## src/rtl/stim_sched_pkg.sv

```systemverilog
// ---------------------------------------------------------------------------
// stim_sched_pkg
// Shared types and helpers for the stimulus scheduler.
//   state_t   : scheduler FSM state (IDLE=0, LAUNCH=1, WAIT=2, DONE=3)
//   cnt_width : bit width of a counter that must reach max(hold, timeout)-1
// ---------------------------------------------------------------------------
package stim_sched_pkg;

    typedef enum logic [1:0] {
        ST_IDLE   = 2'd0,
        ST_LAUNCH = 2'd1,
        ST_WAIT   = 2'd2,
        ST_DONE   = 2'd3
    } state_t;

    // One counter serves both the LAUNCH hold and the WAIT watchdog,
    // so it is sized for the larger of the two terminal counts.
    function automatic int cnt_width(input int hold, input int timeout);
        int m;
        m = (hold > timeout) ? hold : timeout;
        return (m < 2) ? 1 : $clog2(m);
    endfunction

endpackage

```

## src/rtl/rr_arbiter.sv

```systemverilog
// ---------------------------------------------------------------------------
// rr_arbiter
// Combinational round-robin picker: returns the first set request bit at or
// above the pointer, wrapping past N-1 back to 0.
//   i_req   [N-1:0]   : request vector
//   i_ptr   [IDW-1:0] : highest-priority position for this pick
//   o_valid           : at least one request is set
//   o_idx   [IDW-1:0] : index of the winning request (0 when none)
// ---------------------------------------------------------------------------
module rr_arbiter #(
    parameter int N   = 4,
    parameter int IDW = $clog2(N)
) (
    input  logic [N-1:0]   i_req,
    input  logic [IDW-1:0] i_ptr,
    output logic           o_valid,
    output logic [IDW-1:0] o_idx
);

    int unsigned w_pos;

    always_comb begin
        o_valid = 1'b0;
        o_idx   = '0;
        w_pos   = 0;
        for (int unsigned i = 0; i < N; i++) begin
            w_pos = (int'(i_ptr) + i) % N;
            if (!o_valid && i_req[IDW'(w_pos)]) begin
                o_valid = 1'b1;
                o_idx   = IDW'(w_pos);
            end
        end
    end

endmodule

```

## src/rtl/stim_scheduler.sv

```systemverilog
// ---------------------------------------------------------------------------
// stim_scheduler
// Shares one signal_gen among NUM_REQ gate-test channels, one sweep at a time,
// in round-robin order, with a watchdog on the generator's completion.
//   clk           : clock, rising edge
//   rst           : asynchronous active-low reset
//   req_in        : per-channel level request, held until done_out
//   done_out      : one-cycle completion pulse to the serviced channel
//   timeout_err   : one-cycle pulse alongside done_out when the sweep aborted
//   busy          : scheduler not idle
//   grant_id      : channel currently being serviced
//   gen_req       : request to signal_gen, held REQ_HOLD cycles per launch
//   gen_gnt       : sweep-complete indication from signal_gen
//   gen_stm_value : stimulus from signal_gen
//   stm_out       : stimulus forwarded to channels (0 when not routing)
//   stm_valid     : one-hot owner of stm_out
// ---------------------------------------------------------------------------
module stim_scheduler #(
    parameter int NUM_REQ     = 4,
    parameter int INPUT_PORTS = 3,
    parameter int REQ_HOLD    = 10,
    parameter int TIMEOUT     = 1024,
    parameter int IDW         = $clog2(NUM_REQ)
) (
    input  logic                   clk,
    input  logic                   rst,
    input  logic [NUM_REQ-1:0]     req_in,
    output logic [NUM_REQ-1:0]     done_out,
    output logic                   timeout_err,
    output logic                   busy,
    output logic [IDW-1:0]         grant_id,
    output logic                   gen_req,
    input  logic                   gen_gnt,
    input  logic [INPUT_PORTS-1:0] gen_stm_value,
    output logic [INPUT_PORTS-1:0] stm_out,
    output logic [NUM_REQ-1:0]     stm_valid
);

    import stim_sched_pkg::*;

    localparam int          CW        = cnt_width(REQ_HOLD, TIMEOUT);
    localparam logic [CW-1:0] HOLD_LAST = CW'(REQ_HOLD - 1);
    localparam logic [CW-1:0] TO_LAST   = CW'(TIMEOUT - 1);

    state_t               r_state;
    logic [CW-1:0]        r_cnt;
    logic [IDW-1:0]       r_rr_ptr;
    logic [IDW-1:0]       r_grant_id;
    logic                 r_gen_req;
    logic                 r_gnt_seen;
    logic                 r_withdrawn;
    logic                 r_busy;
    logic                 r_timeout_err;
    logic [NUM_REQ-1:0]   r_done_out;
    logic [NUM_REQ-1:0]   r_stm_valid;

    logic                 w_arb_valid;
    logic [IDW-1:0]       w_arb_idx;
    logic [NUM_REQ-1:0]   w_arb_onehot;
    logic [NUM_REQ-1:0]   w_grant_onehot;
    logic                 w_req_held;
    logic                 w_keep;
    logic                 w_gnt;
    logic                 w_route;
    logic [IDW-1:0]       w_next_ptr;

    rr_arbiter #(
        .N   (NUM_REQ),
        .IDW (IDW)
    ) u_arb (
        .i_req   (req_in),
        .i_ptr   (r_rr_ptr),
        .o_valid (w_arb_valid),
        .o_idx   (w_arb_idx)
    );

    always_comb begin
        w_arb_onehot   = NUM_REQ'(1) << w_arb_idx;
        w_grant_onehot = NUM_REQ'(1) << r_grant_id;
        w_req_held     = req_in[r_grant_id];
        // Completion is reported only if the channel never let go of its
        // request during the sweep, including on the final WAIT edge.
        w_keep         = ~r_withdrawn & w_req_held;
        // A grant seen during LAUNCH is remembered and honoured in WAIT.
        w_gnt          = gen_gnt | r_gnt_seen;
        w_route        = (r_state == ST_LAUNCH) || (r_state == ST_WAIT);
        w_next_ptr     = (r_grant_id == IDW'(NUM_REQ - 1)) ? '0 : r_grant_id + IDW'(1);
        stm_out        = w_route ? gen_stm_value : '0;
    end

    always_ff @(posedge clk or negedge rst) begin
        if (!rst) begin
            r_state       <= ST_IDLE;
            r_cnt         <= '0;
            r_rr_ptr      <= '0;
            r_grant_id    <= '0;
            r_gen_req     <= 1'b0;
            r_gnt_seen    <= 1'b0;
            r_withdrawn   <= 1'b0;
            r_busy        <= 1'b0;
            r_timeout_err <= 1'b0;
            r_done_out    <= '0;
            r_stm_valid   <= '0;
        end else begin
            r_done_out    <= '0;
            r_timeout_err <= 1'b0;
            case (r_state)
                ST_IDLE: begin
                    if (w_arb_valid) begin
                        r_state     <= ST_LAUNCH;
                        r_grant_id  <= w_arb_idx;
                        r_gen_req   <= 1'b1;
                        r_busy      <= 1'b1;
                        r_cnt       <= '0;
                        r_gnt_seen  <= 1'b0;
                        r_withdrawn <= 1'b0;
                        r_stm_valid <= w_arb_onehot;
                    end
                end
                ST_LAUNCH: begin
                    r_gnt_seen <= r_gnt_seen | gen_gnt;
                    if (!w_req_held) r_withdrawn <= 1'b1;
                    if (r_cnt == HOLD_LAST) begin
                        r_state   <= ST_WAIT;
                        r_gen_req <= 1'b0;
                        r_cnt     <= '0;
                    end else begin
                        r_cnt <= r_cnt + CW'(1);
                    end
                end
                ST_WAIT: begin
                    if (!w_req_held) r_withdrawn <= 1'b1;
                    // A grant on the terminal count wins over the abort.
                    if (w_gnt || (r_cnt == TO_LAST)) begin
                        r_state     <= ST_DONE;
                        r_stm_valid <= '0;
                        if (w_keep) begin
                            r_done_out    <= w_grant_onehot;
                            r_timeout_err <= ~w_gnt;
                        end
                    end else begin
                        r_cnt <= r_cnt + CW'(1);
                    end
                end
                ST_DONE: begin
                    r_state  <= ST_IDLE;
                    r_busy   <= 1'b0;
                    r_rr_ptr <= w_next_ptr;
                end
                default: r_state <= ST_IDLE;
            endcase
        end
    end

    assign done_out    = r_done_out;
    assign timeout_err = r_timeout_err;
    assign busy        = r_busy;
    assign grant_id    = r_grant_id;
    assign gen_req     = r_gen_req;
    assign stm_valid   = r_stm_valid;

endmodule

```

## config.mk

```make
export PLATFORM = sky130hd
export DESIGN_NAME = stim_scheduler
export DESIGN_NICKNAME = d
export VERILOG_FILES = /design/src/rtl/stim_sched_pkg.sv /design/src/rtl/rr_arbiter.sv /design/src/rtl/stim_scheduler.sv
export SDC_FILE = /design/constraint.sdc
export NUM_CORES = 1
export LEC_CHECK = 0
export CORE_ASPECT_RATIO = 0.8
export CORE_MARGIN = 4
export CORE_UTILIZATION = 48
export DETAILED_ROUTE_END_ITERATION = 10
export PLACE_DENSITY = 0.77
export SLEW_MARGIN = 5
export SYNTH_ARGS = -nofsm -noshare
export SYNTH_HDL_FRONTEND = slang
export SYNTH_SLANG_ARGS = --single-unit
```

## constraint.sdc

```tcl
create_clock -name clk -period 1.9 [get_ports clk]
set_input_delay 0.38 -clock clk [delete_from_list [all_inputs] [get_ports clk]]
set_output_delay 0.38 -clock clk [all_outputs]
set_load 0.005 [all_outputs]
```

==> After elaboration in Yosys (flattened, before gate mapping) <==
Cells that the tools add are included.
Widths: inputs -> output; s select.
{ "classes": {"addsub": 5, "n_lt_le_gt_ge": 5, "n_eq_ne": 11, "shift": 2, "n_mux": 45, "bitwise": 4, "reduce_logical": 23} }
{ "ops": {"columns": ["operator", "n"], "rows": [
  ["$mux 10", 3],
  ["$pmux 10 s3", 1],
  ["$mux 4", 5],
  ["$mux 1", 16],
  ["$mux 2", 8],
  ["$lt 2x3->1 const B", 5],
  ["$reduce_and 3->1", 5],
  ["$add 10x1->10 const B", 1],
  ["$bmux 1 s2", 5],
  ["$eq 10x10->1 const B", 1],
  ["$eq 10x4->1 const B", 1],
  ["$pmux 1 s2", 4],
  ["$pmux 2 s4", 1],
  ["$pmux 4 s2", 1],
  ["$reduce_bool 2->1", 4],
  ["$shl 1x2->4 const A", 2],
  ["$eq 2x2->1 const B", 3],
  ["$ne 2x1->1 const B", 3],
  ["$reduce_and 2->1", 3],
  ["$add 2x1->2 const B", 2],
  ["$add 2x2->2 const B", 2],
  ["$ne 2x2->1 const B", 2],
  ["$logic_and 1x1->1", 3],
  ["$logic_not 1->1", 3],
  ["other kinds (9)", 11]
]} }
{ "word_totals": {"register_bits": 29, "inputBits": 10, "out_inout_bits": 16, "word_cells": 106} }

==> Longest topological paths before layout <==
{ "logic_depth": {"word_depth": 15, "ltp_mapped": 7, "mapped_depth_nobuf": 6} }

==> Modules after synthesis <==
From an unflattened synthesis, not the netlist that was laid out.
{ "unflattened": {"cells_unflattened": 163, "area_unflattened_um2": 1711.6} }
{ "by_module_without_submodules": {"columns": ["mod", "instances", "cells_per_inst", "area_each_um2", "seq_area_each_um2"], "rows": [
  ["stim_scheduler", 1, 148, 1634.1, 725.7],
  ["rr_arbiter", 1, 15, 77.6, 0.0]
]} }

==> Least setup slack after synthesis <==
OpenSTA, ideal clock, no wires.
{ "synth_timing": {"kind": "reg2reg", "from": "register r_state[0]", "to": "register r_cnt[9]", "setup_time_ns": 0.126, "arrival_time_ns": 1.776, "required_time_ns": 1.774, "slack_ns": -0.002, "stages_incl_launch_ff": 8, "path_buffers": 1, "synth_period_minus_slack_ns": 1.902, "cell_sequence": "dfrtp_1 > inv_1 > ha_1 > nor4bb_1 > a31oi_1 > and3_1 > buf_6 > a221o_1"} }
{ "synth_via": {"elab_chain_len": 3, "word_cells_on_any_way": 8, "classes_between": "eq/ne (4); mux (1); reduce/logical (3)"} }
{ "synth_rtl": {"columns": ["element", "line_no", "rtl"], "rows": [
  ["from (decl)", "stim_scheduler.sv:45", "state_t r_state;"],
  ["from (signal assigned)", "stim_scheduler.sv:93", "r_state <= ST_IDLE;"],
  ["from (signal assigned)", "stim_scheduler.sv:110", "r_state <= ST_LAUNCH;"],
  ["from (signal assigned)", "stim_scheduler.sv:124", "r_state <= ST_WAIT;"],
  ["$eq 2x2->1, or another cell as far along", "stim_scheduler.sv:107", "case (r_state)"],
  ["$ne 2x2->1 (no line), or another cell as far along", null, null],
  ["$reduce_and 3->1 (no line)", null, null],
  ["to (signal assigned)", "stim_scheduler.sv:128", "r_cnt <= r_cnt + CW'(1);"],
  ["to (signal assigned)", "stim_scheduler.sv:142", "r_cnt <= r_cnt + CW'(1);"],
  ["to (decl)", "stim_scheduler.sv:46", "logic [CW-1:0] r_cnt;"]
]} }
Parallel ways exist; a longest one is shown, timed or not.
A chain may end at the register's enable or synchronous reset.

==> Worst setup path in the final report <==
{ "layout_timing": {"from": "register r_state[1]", "to": "register r_cnt[2]"} }
The elaborated chain is that of the path after synthesis.

==> summary.txt <==
Routing
  • Vias: 1535
  • DRT Pass-1 Iters: 5
  • Post-Route WL: 4560 um
  • 1st-iter DRT viols: 137
  • Post-DRT Antenna Nets: 0
  • Vias per cell: 6.02
  • WL/cell: 17.9 um
  • DRC: 0

Logic synthesis
  • Area of the mapped netlist: 1670 um2
  • Synth top area cells: dfrtp_1 (43%), ha_1 (8.2%), a221o_1 (5.4%)
  • Gate Count Post-Synth: 162
  • Sequential element share of the synthesized area: 43.4%
  • Synth unique cells: 41
  • Post-synth ARST share: 100%
  • Biggest area consumer among synthesized cells: dfrtp_1
  • #FFs+latches synth: 29
  • Syn_area_per_cell: 10.3 um2
  • Number of synthesized flops with an enable pin: 0
  • Syn Nets: 183
  • Top_reg_cell synth: dfrtp_1
  • Synth top area share: 43.4%
  • Synth Warn #: 0

Floorplan
  • Initial Util: 51.9%
  • Row cnt: 18
  • Die Area: 4500 um2
  • Die W: 74 um
  • Core Region: 3220 um2
  • Io pins: 26
  • Die Ht: 60.8 um

Power
  • Int Pwr: 0.00210 W
  • Clock Power Share: 20.0%
  • Sw frac: 38.0%
  • Part of the power in combinational logic: 51.8%
  • Maximum VDD drop: 1.14 mV
  • Sequential power share: 28.2%
  • Leak pwr: 1.06 nW
  • Switch Pwr: 0.00128 W
  • Total power density per cell area: 1470 nW/um2

Clock tree
  • Worst-Skew Late Latency: 0.29 ns
  • Max Buffers Root-to-Sink: 2
  • Clk root buf: clkbuf_8
  • Worst-path clk slew: 0.07 ns
  • TritonCTS clock tree: yes
  • CTS sink cnt: 29
  • CTS Buf Count: 5
  • H-tree Lvls: 2

Timing
  • Slew at the pin closest to its max-slew limit: 0.434 ns
  • Tcrit/Tclk final: 100%
  • Fin crit period: 1.90 ns
  • Setup ws final: 0.000533 ns
  • Worst slew margin: 71.1%
  • Final hold vios: 0
  • RSZ-0062 raised after global routing: true
  • WHS: 0.481 ns
  • Slew Limit Fails: 0
  • Fmax: 526 MHz
  • Clock skew: 0.0115 ns
  • Final TNS setup: 0 ns
  • Setup-failing EPs final: 0

Placed design
  • Dpl cell area: 2090 um2
  • Pre-CTS setup slack: -0.184 ns
  • Port bufs: 25
  • Half-perimeter wire length after placement: 3110 um
  • Final GP Congestion: 0.816
  • Post-Place Cells: 242

Global routing
  • Grt total ovfl: 0
  • First-pass GRT wire length: 7140 um
  • Largest net degree at the start of global routing: 30
  • Initial antenna violation count: 0
  • Vias in the first global route: 1566
  • GRT Overall Usage: 21.7%

Layout
  • Area growth syn-to-layout: 37.8%
  • Final cell count without fillers: 255
  • Layout cells sized above 1: 21.9%
  • Most common cell after layout, fill and taps aside: dfrtp_1
  • Post-route cell area: 2300 um2
  • Number of diodes: 0
  • Layout Nets: 235
  • Fill count: 223
  • Most frequent cells in the layout: dfrtp_1 (29), clkdlybuf4s50_1 (22), buf_4 (20), nor2_1 (11), nand2_1 (11)

Worst setup path
  • CP peak stage delay: 0.40 ns
  • CP delay by family, top: compound AO/OA/AOI/OAI gates
  • Crit Path Class: reg2reg
  • Crit-path max FO: 5
  • Worst setup SP type: register
  • Slowest cell on the critical path: dfrtp_1
  • WP data arrival: 2.06 ns
  • Crit path cell chain: buf_6, ha_4, nor4bb_2, a31oi_1, buf_4, and3_4, a221o_1
  • Req. time, crit path: 2.06 ns
  • Buffers and inverters on the worst path: 2
  • Crit end category: register

Status
  • Status: completed

Min path
  • Hold Path Class: in2async

Flow run
  • Max-cap violations: 0
-- power by group through the flow --
stage	Clock [W]	Sequential, W	Combinational [W]
2_1_floorplan	0	0.000935	0.000853
3_3_place_gp	0	0.000950	0.00139
6_report	0.000675	0.000954	0.00175
4_1_cts	0.000679	0.000953	0.00156
3_5_place_dp	0	0.000965	0.00148
5_1_grt	0.000709	0.000981	0.00191
-- cells in the mapped netlist (2+ instances only) --
master    count
a21oi_1       5
a221o_1       9
a22o_1        2
a32o_1        4
and2_1        8
and3_1        8
dfrtp_1      29
ha_1         11
inv_1        10
mux2_2        2
mux2i_1       5
nand2_1      12
nand2b_1      3
nand3_1       5
nand4_1       2
nor2_1       11
nor2b_1       2
nor3_1        2
o211ai_1      2
o21ai_0       8
or2_2         2
-- state kept, by name, indices dropped and copies added (netlist names), 2 cells and up --
| signal | flops |
|---|---|
| done_out | 4 |
| stm_valid | 4 |
| r_state | 2 |
| r_cnt | 10 |
| grant_id | 2 |
| r_rr_ptr | 2 |
-- metal layers --
layer	vias up	global-route usage, %	share of wire (%)
met3	8	4.80	6.0
met4	0	10.3	1.7
met5	-	0	0
met1	752	25.9	42
li1	704	-	-
met2	71	37.4	50
-- stage by stage --
step	utilization [%]	total power, W
after floorplan	-	0.00179
after global placement	64.8	0.00234
after detailed placement	64.8	0.00244
after CTS	69.2	0.00319
after global routing	71.6	0.00360
final	71.6	0.00338
-- worst paths after layout --
check / startpoint / to / slack (ns) / depth (start not counted)
max in group asynchronous: rst / r_cnt[1] / 1.13 / 2
min in group clk: stm_valid[0] / stm_valid[0] / 0.51 / 1
max reg2reg: r_state[1] / r_cnt[2] / 0.0005 / 7
max: r_state[1] / r_cnt[2] / 0.0005 / 7
min: rst / done_out[2] / 0.48 / 2
min reg2reg: stm_valid[0] / stm_valid[0] / 0.51 / 1
-- cell type report --
type,count,area (um2),area share (%)
tap,40,50.0,2.17
clock inverter,1,30.0,1.30
timing repair buffer,46,410,17.8
sequential,29,726,31.5
multi-input combinational,122,962,41.7
clock buffer,7,86.3,3.75
inverter,10,40.0,1.74
-- timing repair --
item | CTS | global route
pin swaps | 2 | 4
setup buffers | 2 | 2
gates cloned | 0 | 1
endpoints found under the setup margin | 16 | 21
hold buffers | 0 | 0
gates resized for setup | 8 | 13
-- logic make-up after synthesis --
group	share of synthesized area, %
muxes	6.36
AOI/OAI and AO/OA	17.4
buffers and inverters	3.22
DFF	43.4
adders and majority gates	8.23
and+or+nand+nor	21.4
Note: power is estimated with default switching activity, not from simulation.
